$ cat src/rtl/mem_arbiter_if.sv
// mem_arbiter_if: fetch port, data port and memory port of the shared-bus arbiter
interface mem_arbiter_if #(
  parameter int ADDR_W = 32,
  parameter int DATA_W = 32
);
  logic              i_req;
  logic [ADDR_W-1:0] i_addr;
  logic              i_flush;
  logic              i_data_ok;
  logic [DATA_W-1:0] i_rdata;
  logic              d_req;
  logic              d_write;
  logic [ADDR_W-1:0] d_addr;
  logic [DATA_W-1:0] d_wdata;
  logic [DATA_W/8-1:0] d_strobe;
  logic              d_data_ok;
  logic [DATA_W-1:0] d_rdata;
  logic              m_valid;
  logic              m_write;
  logic [ADDR_W-1:0] m_addr;
  logic [DATA_W-1:0] m_wdata;
  logic [DATA_W/8-1:0] m_strobe;
  logic              m_ready;
  logic [DATA_W-1:0] m_rdata;
  modport slave (
    input  i_req, i_addr, i_flush, d_req, d_write, d_addr, d_wdata, d_strobe, m_ready, m_rdata,
    output i_data_ok, i_rdata, d_data_ok, d_rdata, m_valid, m_write, m_addr, m_wdata, m_strobe
  );
  modport master (
    output i_req, i_addr, i_flush, d_req, d_write, d_addr, d_wdata, d_strobe, m_ready, m_rdata,
    input  i_data_ok, i_rdata, d_data_ok, d_rdata, m_valid, m_write, m_addr, m_wdata, m_strobe
  );
endinterface

$ cat src/rtl/mem_arbiter.sv
// mem_arbiter: round-robin sharing of one memory bus between fetch and data stages
module mem_arbiter (
  input logic         clk,
  input logic         resetn,
  mem_arbiter_if.slave bus
);
  typedef enum logic [1:0] {IDLE, BUSY_I, BUSY_D} state_t;
  state_t state, state_nx;
  logic last_d, drop;
  logic i_live, d_live, grant_i, grant_d, done, i_done, d_done;
  // a port still showing its completion pulse may not yet have dropped its request
  always_comb begin
    i_live   = bus.i_req & ~bus.i_data_ok;
    d_live   = bus.d_req & ~bus.d_data_ok;
    grant_d  = state == IDLE && d_live && (!i_live || !last_d);
    grant_i  = state == IDLE && i_live && !grant_d;
    done     = bus.m_valid & bus.m_ready;
    i_done   = state == BUSY_I && done && !drop && !bus.i_flush;
    d_done   = state == BUSY_D && done;
    state_nx = grant_d ? BUSY_D : grant_i ? BUSY_I : done ? IDLE : state;
  end
  always_ff @(posedge clk or negedge resetn)
    if (!resetn) state <= IDLE;
    else state <= state_nx;
  always_ff @(posedge clk or negedge resetn) begin
    if (!resetn) begin
      last_d        <= 1'b0;
      drop          <= 1'b0;
      bus.i_data_ok <= 1'b0;
      bus.d_data_ok <= 1'b0;
      bus.i_rdata   <= '0;
      bus.d_rdata   <= '0;
      bus.m_valid   <= 1'b0;
      bus.m_write   <= 1'b0;
      bus.m_addr    <= '0;
      bus.m_wdata   <= '0;
      bus.m_strobe  <= '0;
    end else begin
      bus.i_data_ok <= i_done;
      bus.d_data_ok <= d_done;
      drop          <= state == BUSY_I && !done && (drop || bus.i_flush);
      if (grant_d || grant_i) begin
        bus.m_valid  <= 1'b1;
        last_d       <= grant_d;
        bus.m_write  <= grant_d & bus.d_write;
        bus.m_addr   <= grant_d ? bus.d_addr : bus.i_addr;
        bus.m_wdata  <= grant_d ? bus.d_wdata : '0;
        bus.m_strobe <= (grant_d && bus.d_write) ? bus.d_strobe : '0;
      end else if (done) bus.m_valid <= 1'b0;
      if (i_done) bus.i_rdata <= bus.m_rdata;
      if (d_done) bus.d_rdata <= bus.m_write ? '0 : bus.m_rdata;
    end
  end
endmodule
$ cat src/flat_wrapper.sv
// flat-port wrapper written by rule: the top's interface ports become plain ports
module mem_arbiter_flat 
  (clk, resetn, bus_i_req, bus_i_addr, bus_i_flush, bus_d_req, bus_d_write, bus_d_addr, bus_d_wdata, bus_d_strobe, bus_m_ready, bus_m_rdata, bus_i_data_ok, bus_i_rdata, bus_d_data_ok, bus_d_rdata, bus_m_valid, bus_m_write, bus_m_addr, bus_m_wdata, bus_m_strobe);
  mem_arbiter_if bus_i ();
  input logic clk;
  input logic resetn;
  input wire logic [$bits(bus_i.i_req)-1:0] bus_i_req;
  input wire logic [$bits(bus_i.i_addr)-1:0] bus_i_addr;
  input wire logic [$bits(bus_i.i_flush)-1:0] bus_i_flush;
  input wire logic [$bits(bus_i.d_req)-1:0] bus_d_req;
  input wire logic [$bits(bus_i.d_write)-1:0] bus_d_write;
  input wire logic [$bits(bus_i.d_addr)-1:0] bus_d_addr;
  input wire logic [$bits(bus_i.d_wdata)-1:0] bus_d_wdata;
  input wire logic [$bits(bus_i.d_strobe)-1:0] bus_d_strobe;
  input wire logic [$bits(bus_i.m_ready)-1:0] bus_m_ready;
  input wire logic [$bits(bus_i.m_rdata)-1:0] bus_m_rdata;
  output wire logic [$bits(bus_i.i_data_ok)-1:0] bus_i_data_ok;
  output wire logic [$bits(bus_i.i_rdata)-1:0] bus_i_rdata;
  output wire logic [$bits(bus_i.d_data_ok)-1:0] bus_d_data_ok;
  output wire logic [$bits(bus_i.d_rdata)-1:0] bus_d_rdata;
  output wire logic [$bits(bus_i.m_valid)-1:0] bus_m_valid;
  output wire logic [$bits(bus_i.m_write)-1:0] bus_m_write;
  output wire logic [$bits(bus_i.m_addr)-1:0] bus_m_addr;
  output wire logic [$bits(bus_i.m_wdata)-1:0] bus_m_wdata;
  output wire logic [$bits(bus_i.m_strobe)-1:0] bus_m_strobe;
  assign bus_i.i_req = bus_i_req;
  assign bus_i.i_addr = bus_i_addr;
  assign bus_i.i_flush = bus_i_flush;
  assign bus_i.d_req = bus_d_req;
  assign bus_i.d_write = bus_d_write;
  assign bus_i.d_addr = bus_d_addr;
  assign bus_i.d_wdata = bus_d_wdata;
  assign bus_i.d_strobe = bus_d_strobe;
  assign bus_i.m_ready = bus_m_ready;
  assign bus_i.m_rdata = bus_m_rdata;
  assign bus_i_data_ok = bus_i.i_data_ok;
  assign bus_i_rdata = bus_i.i_rdata;
  assign bus_d_data_ok = bus_i.d_data_ok;
  assign bus_d_rdata = bus_i.d_rdata;
  assign bus_m_valid = bus_i.m_valid;
  assign bus_m_write = bus_i.m_write;
  assign bus_m_addr = bus_i.m_addr;
  assign bus_m_wdata = bus_i.m_wdata;
  assign bus_m_strobe = bus_i.m_strobe;
  mem_arbiter u_core (.clk(clk), .resetn(resetn), .bus(bus_i));
endmodule
$ cat config.mk
export PLATFORM = sky130hd
export DESIGN_NAME = mem_arbiter_flat
export DESIGN_NICKNAME = d
export VERILOG_FILES = /design/src/rtl/mem_arbiter_if.sv /design/src/rtl/mem_arbiter.sv /design/src/flat_wrapper.sv
export SDC_FILE = /design/constraint.sdc
export NUM_CORES = 1
export LEC_CHECK = 0
export ABC_AREA = 1
export BUFFER_PORTS_ARGS = -buffer_cell sky130_fd_sc_hd__buf_2
export CELL_PAD_IN_SITES_DETAIL_PLACEMENT = 1
export CELL_PAD_IN_SITES_GLOBAL_PLACEMENT = 1
export CORE_ASPECT_RATIO = 1.75
export CORE_MARGIN = 5
export CORE_UTILIZATION = 33
export CTS_CLUSTER_SIZE = 40
export DETAILED_ROUTE_END_ITERATION = 16
export MAX_ROUTING_LAYER = met4
export PLACE_DENSITY_LB_ADDON = 0.1
export SLEW_MARGIN = 0
export SYNTH_ARGS = -nofsm -noshare
export SYNTH_HDL_FRONTEND = slang
export SYNTH_SLANG_ARGS = --single-unit
$ cat constraint.sdc
create_clock -name clk -period 1.8 [get_ports clk]
set_clock_uncertainty 0.2 [all_clocks]
set_input_delay 0.27 -clock clk [delete_from_list [all_inputs] [get_ports clk]]
set_output_delay 0.27 -clock clk [all_outputs]
set_load 0.03 [all_outputs]
==> results of run 1 <==
-- worst reg2reg max path, cell delays in order, from the launching register on --
cell and delay (ns):
dfrtp_1 0.46, inv_2 0.10, nand2_1 0.13, nor2_4 0.16
buf_4 0.31, nand3_1 0.13, nand2_1 0.13
-- cells by family after synthesis --
logic type / Yosys count / synth area share, %
buffers and inverters: 95 / 7.686
flip-flops: 140 / 59.45
AND/OR/NAND/NOR: 379 / 29.55
AO/OA/AOI/OAI: 39 / 3.312
-- cells in the mapped netlist, drive strengths merged --
library cell / n / area, um^2
nand3: 235 / 1176
dfrtp: 140 / 3503
nand2: 136 / 510.5
inv: 45 / 168.9
buf: 43 / 257.7
o21ai: 39 / 195.2
clkbuf: 7 / 26.28
nor2: 5 / 26.28
nand4: 1 / 12.51
nor3: 1 / 10.01
nor4: 1 / 6.260
-- power by group through the flow --
stage / sequential, W / combinational, W / clock (W)
3_3_place_gp: 0.00320 / 0.000295 / 0
5_1_grt: 0.00314 / 0.000589 / 0.00361
2_1_floorplan: 0.00321 / 0.0000274 / 0
4_1_cts: 0.00315 / 0.000529 / 0.00345
6_report: 0.00315 / 0.000546 / 0.00339
3_5_place_dp: 0.00320 / 0.000301 / 0
-- what timing repair did --
action	in CTS	in global routing
hold endpoints to repair	273	0
endpoints found under the setup margin	0	0
resized for setup	0	0
hold buffers	134	0
setup buffers	0	0
-- how the worst max path moves through the flow --
stage               cells after the start                from  slack [ns]                endpoint
finish                                  6     u_core.state[0]        0.10  u_core.bus.m_wdata[17]
global route                            6     u_core.state[0]       0.006  u_core.bus.m_wdata[17]
CTS                                     6     u_core.state[0]        0.12  u_core.bus.m_wdata[29]
detailed placement                      6     u_core.state[0]        0.14   u_core.bus.m_wdata[9]
global placement                        6     u_core.state[0]        0.20   u_core.bus.m_wdata[9]
floorplan                               6  u_core.bus.m_valid        0.25  u_core.bus.i_rdata[11]
-- state kept, by name (all words and copies together) (netlist names) --
| register | count |
|---|---|
| u_core.bus.d_rdata | 32 |
| u_core.bus.i_rdata | 32 |
| u_core.bus.m_addr | 32 |
| u_core.bus.m_wdata | 32 |
| u_core.bus.m_strobe | 4 |
| u_core.state | 2 |
| u_core.bus.d_data_ok | 1 |
| u_core.bus.i_data_ok | 1 |
| u_core.bus.m_valid | 1 |
| u_core.bus.m_write | 1 |
| u_core.drop | 1 |
| u_core.last_d | 1 |
-- through the flow --
step                      hold WS (ns)  area (um^2)  total power (W)  instances  utilization, %
after floorplan                -0.2256         5893         0.003233        653               -
after global placement        -0.02072         7605         0.003500       1127           43.36
after detailed placement      -0.02320         7605         0.003506       1127           43.36
after CTS                      0.07138         9507         0.007125       1293           54.21
after global routing            0.1066         9514         0.007347       1296           54.25
final                          0.08210         9514         0.007078       1296           54.25
-- final cells by class --
| cell class | instances | area, um^2 |
|---|---|---|
| Clock inverter | 13 | 117.6 |
| Fill cell | 2070 | 8023 |
| Antenna cell | 3 | 7.507 |
| Timing Repair Buffer | 427 | 3024 |
| Clock buffer | 19 | 442.9 |
| Tap cell | 231 | 289.0 |
| Sequential cell | 140 | 3503 |
| Inverter | 45 | 168.9 |
| Multi-Input combinational cell | 418 | 1961 |
-- per-layer routing --
metal	share of wire (%)	track usage, %	vias to the layer above
li1	-	-	2966
met1	37	27.13	3201
met2	53	44.57	283
met3	5.4	6.094	78
met4	4.6	12.69	0
met5	0	-	-
==> out/results.ini, run 1 <==
[worst_setup_path]
crit_required_ns = 1.95
cp_top_family = simple AND/OR/NAND/NOR gates
reg2reg_to = u_core.bus.m_wdata[17]
cp_common_cell = nand2_1
path_cells = inv_2 -> nand2_1 -> nor2_4 -> buf_4 -> nand3_1 -> nand2_1
r2r_start = u_core.state[0]
crit_buf_inv = 2
r2r_cells = 6
critPathMaxStageDelay_ns = 0.46
arrival_ns = 1.84
start_kind = flop
r2r_slack_ns = 0.10
path_max_fanout = 26
slowest_stage = dfrtp_1
cp-end-kind = flop
path_class = flop to flop

[power]
swShare_pct = 23.63
power_switching_w = 0.001672
leakage_nw = 5.217
p_per_area_nw_per_um2 = 744.0
p_int_w = 0.005406
seq_power_share_pct = 44.5
p_clk_share_pct = 47.8
p_comb_share_pct = 7.7
ir_drop_mv = 0.5838

[place]
port_buffers = 274
gp_congestion = 0.8038
pre_cts_ws_ns = 0.1355
dp_hpwl_um = 15770

[logic_synthesis]
synth.ff_latch_count = 140
ys_types = 16
synth.avg_cell_area_um2 = 9.025
syn_inst = 653
yosysWarnings = 0
yosysSeqAreaShare_pct = 59.45
syn_nets = 792
synth_area_um2 = 5893

[layout]
drive_above_1_share_pct = 31.54
fin_nets = 1188
syn_to_final_growth_pct = 61.44
final_common_cell = buf_2
layout_common_cells = buf_2 (273), nand3_1 (233), dfrtp_1 (140)

[floorplanning]
die_y_um = 186.8
rows = 64
ioPinCount = 275
dieArea_um2 = 20740
die_w_um = 111.0
core_area_um2 = 17540
start_util_pct = 33.60

[run]
cap_violations = 0

[global_routing]
grt_util_all_layers_pct = 25.65
grt.overflow.total = 0
antenna_found_initial = 2
grt_pass1_wl_um = 41380
first_global_vias = 7456
grt_start_max_net_pins = 66

[timing]
setup_viol_count_final = 0
finalWorstSetupSlack_ns = 0.1046
slew_violations = 0
tns_ns = 0
max_slew_margin_pct = 77.00
final-hold-violation-count = 0
timing.fmax_ghz = 0.5898
period_needed_ns = 1.695
rsz0062_at_grt = no
worst_pin_slew_ns = 0.3450
fin_crit_sh_pct = 94.19

[routing]
drc = 0
avgRoutedWirePerCell_um = 19.70
detail-route-antenna-nets = 0
vias_per_cell = 5.037
routed_wl_um = 25530
drt_iter0_markers = 319
vias = 6528
dr.pass1.iters = 5

[clocking]
cts_sinks = 140
clock_path_buffers = 2
path_clk_slew_ns = 0.06
cts_max_level = 4
clk_latency_ns = 0.42
cts_tree = built
cts-root-buf = clkbuf_16
cts_made_buffers = 17

[hold_path]
min_path_type = input pin to flop
hold_depth = 3
whs_endpoint = u_core.bus.m_strobe[0]
holdCritStartpoint = bus_d_write

[status]
outcome = complete, no violations

No activity file was read; power rests on OpenSTA's default activity.
==> run 2: changes to the inputs <==
==> constraint.sdc (replaced) <==
create_clock -name clk -period 1.9 [get_ports clk]
set_clock_uncertainty 0.2 [all_clocks]
set_input_delay 0.285 -clock clk [delete_from_list [all_inputs] [get_ports clk]]
set_output_delay 0.285 -clock clk [all_outputs]
set_load 0.03 [all_outputs]
==> out/results.ini, run 2 (synthesized netlist as in run 1, its figures left out) <==
[floorplanning]
die_w_um = 111.0
core_area_um2 = 17540
ioPinCount = 275
rows = 64
die_y_um = 186.8
start_util_pct = 33.60
dieArea_um2 = 20740

[power]
p_per_area_nw_per_um2 = 729.4
ir_drop_mv = 0.6076
leakage_nw = 5.207
power_w = 0.006917

[global_routing]
antenna_found_initial = 1
grtUsageMet2_pct = 44.78
grt_start_max_net_pins = 66
grt_util_all_layers_pct = 25.07
grt.overflow.total = 0
met1_usage_pct = 27.21
top_usage_layer = met2
grt_use_met3_pct = 4.895
first_global_vias = 7315
grt_pass1_wl_um = 40520

[timing]
hold-worst-slack_ns = 0.1023
worst_pin_slew_ns = 0.4242
setup_viol_count_final = 0
slew_violations = 0
timing.fmax_ghz = 0.6004
finalWorstSetupSlack_ns = 0.2344
rsz0062_at_grt = no
max_slew_margin_pct = 71.72
fin_crit_sh_pct = 87.66
period_needed_ns = 1.666
final-hold-violation-count = 0
tns_ns = 0

[layout]
fin_nets = 1185
final_common_cell = buf_2
syn_to_final_growth_pct = 60.91
layout_common_cells = buf_2 (273), nand3_1 (233), dfrtp_1 (140)
drive_above_1_share_pct = 31.44
fin_util_pct = 54.07

[status]
outcome = complete, no violations

[clocking]
cts_tree = built
cts_max_level = 4
clock_path_buffers = 2
cts-root-buf = clkbuf_16
ctsResizeCount = 0
path_clk_slew_ns = 0.07
cts_made_buffers = 17
clk_latency_ns = 0.41
cts_sinks = 140

[worst_setup_path]
arrival_ns = 1.82
slowest_stage = dfrtp_1
path_max_fanout = 32
start_kind = flop
crit_required_ns = 2.05
path_class = flop to flop
path_cells = nand2_1 -> inv_1 -> nand4_2 -> buf_4 -> nand2_1 -> nand2_1
critPathMaxStageDelay_ns = 0.40
cp_common_cell = nand2_1
cp-end-kind = flop

[place]
dp_hpwl_um = 15990
pre_cts_ws_ns = 0.2496
port_buffers = 274
gp_congestion = 0.7691

[routing]
avgRoutedWirePerCell_um = 19.79
vias = 6481
detail-route-antenna-nets = 0
dr.pass1.iters = 5
drt_iter0_markers = 344
routed_wl_um = 25550
vias_per_cell = 5.020
drc = 0

[hold_path]
min_path_type = input pin to flop

[run]
cap_violations = 0

run 2: cell count changes in the layout (fill, tap and decap cells not counted), moves of 2 or more:
| cell | previous run | this run |
|---|---|---|
| inv_6 | 2 | 5 |
| clkinv_2 | 3 | 0 |
| diode_2 | 3 | 1 |
| buf_12 | 13 | 10 |
run 2: layout make-up:
class,instances,area [um^2]
fillers,2140,8054
flip-flops and latches,140,3503
repair buffers,424,2962
multi-input cells,418,1961
clock buffers,19,442.9
well taps,231,289.0
inverters,45,168.9
clock inverters,13,153.9
diodes,1,2.502
run 2: critical path, delay by kind of cell, from the launching register on:
kind          cells  cell delay (ns)
simple gates      4             0.51
buf+inv           2             0.49
flops             1             0.40
run 2: worst paths after layout:
check / cells after the start / to / slack (ns) / from
max in group asynchronous: 3 / u_core.bus.m_wdata[25] / 0.76 / resetn
worst min register to register: 2 / u_core.bus.i_rdata[22] / 0.28 / u_core.bus.i_rdata[22]
worst max-delay path: 6 / u_core.bus.i_rdata[21] / 0.23 / u_core.bus.m_valid
worst min-delay path: 4 / u_core.bus.m_valid / 0.10 / bus_m_ready
min in group asynchronous: 2 / u_core.bus.m_addr[16] / 0.16 / resetn
worst max register to register: 6 / u_core.bus.i_rdata[21] / 0.23 / u_core.bus.m_valid
run 2: report_power, final:
part | internal, W | switching, W
logic | 0.000300 | 0.000207
clock network | 0.00200 | 0.00143
registers | 0.00298 | 0
run 2: timing repair:
| action | CTS | global route |
|---|---|---|
| endpoints found under the setup margin | 0 | 0 |
| hold buffers | 133 | 0 |
| buffers inserted | 0 | 0 |
| hold endpoints to repair | 272 | 0 |
run 2: per-stage QoR:
step                area (um^2)  instances
finish                     9483       1291
global route               9483       1291
CTS                        9480       1290
detailed placement         7552       1125
global placement           7552       1125
floorplan                  5893        653
run 2: per-layer routing:
layer	part of all wire [%]	wire length [um]
met1	37	9549
met5	0	0
met4	3.6	924
met3	4.7	1213
met2	54	13860
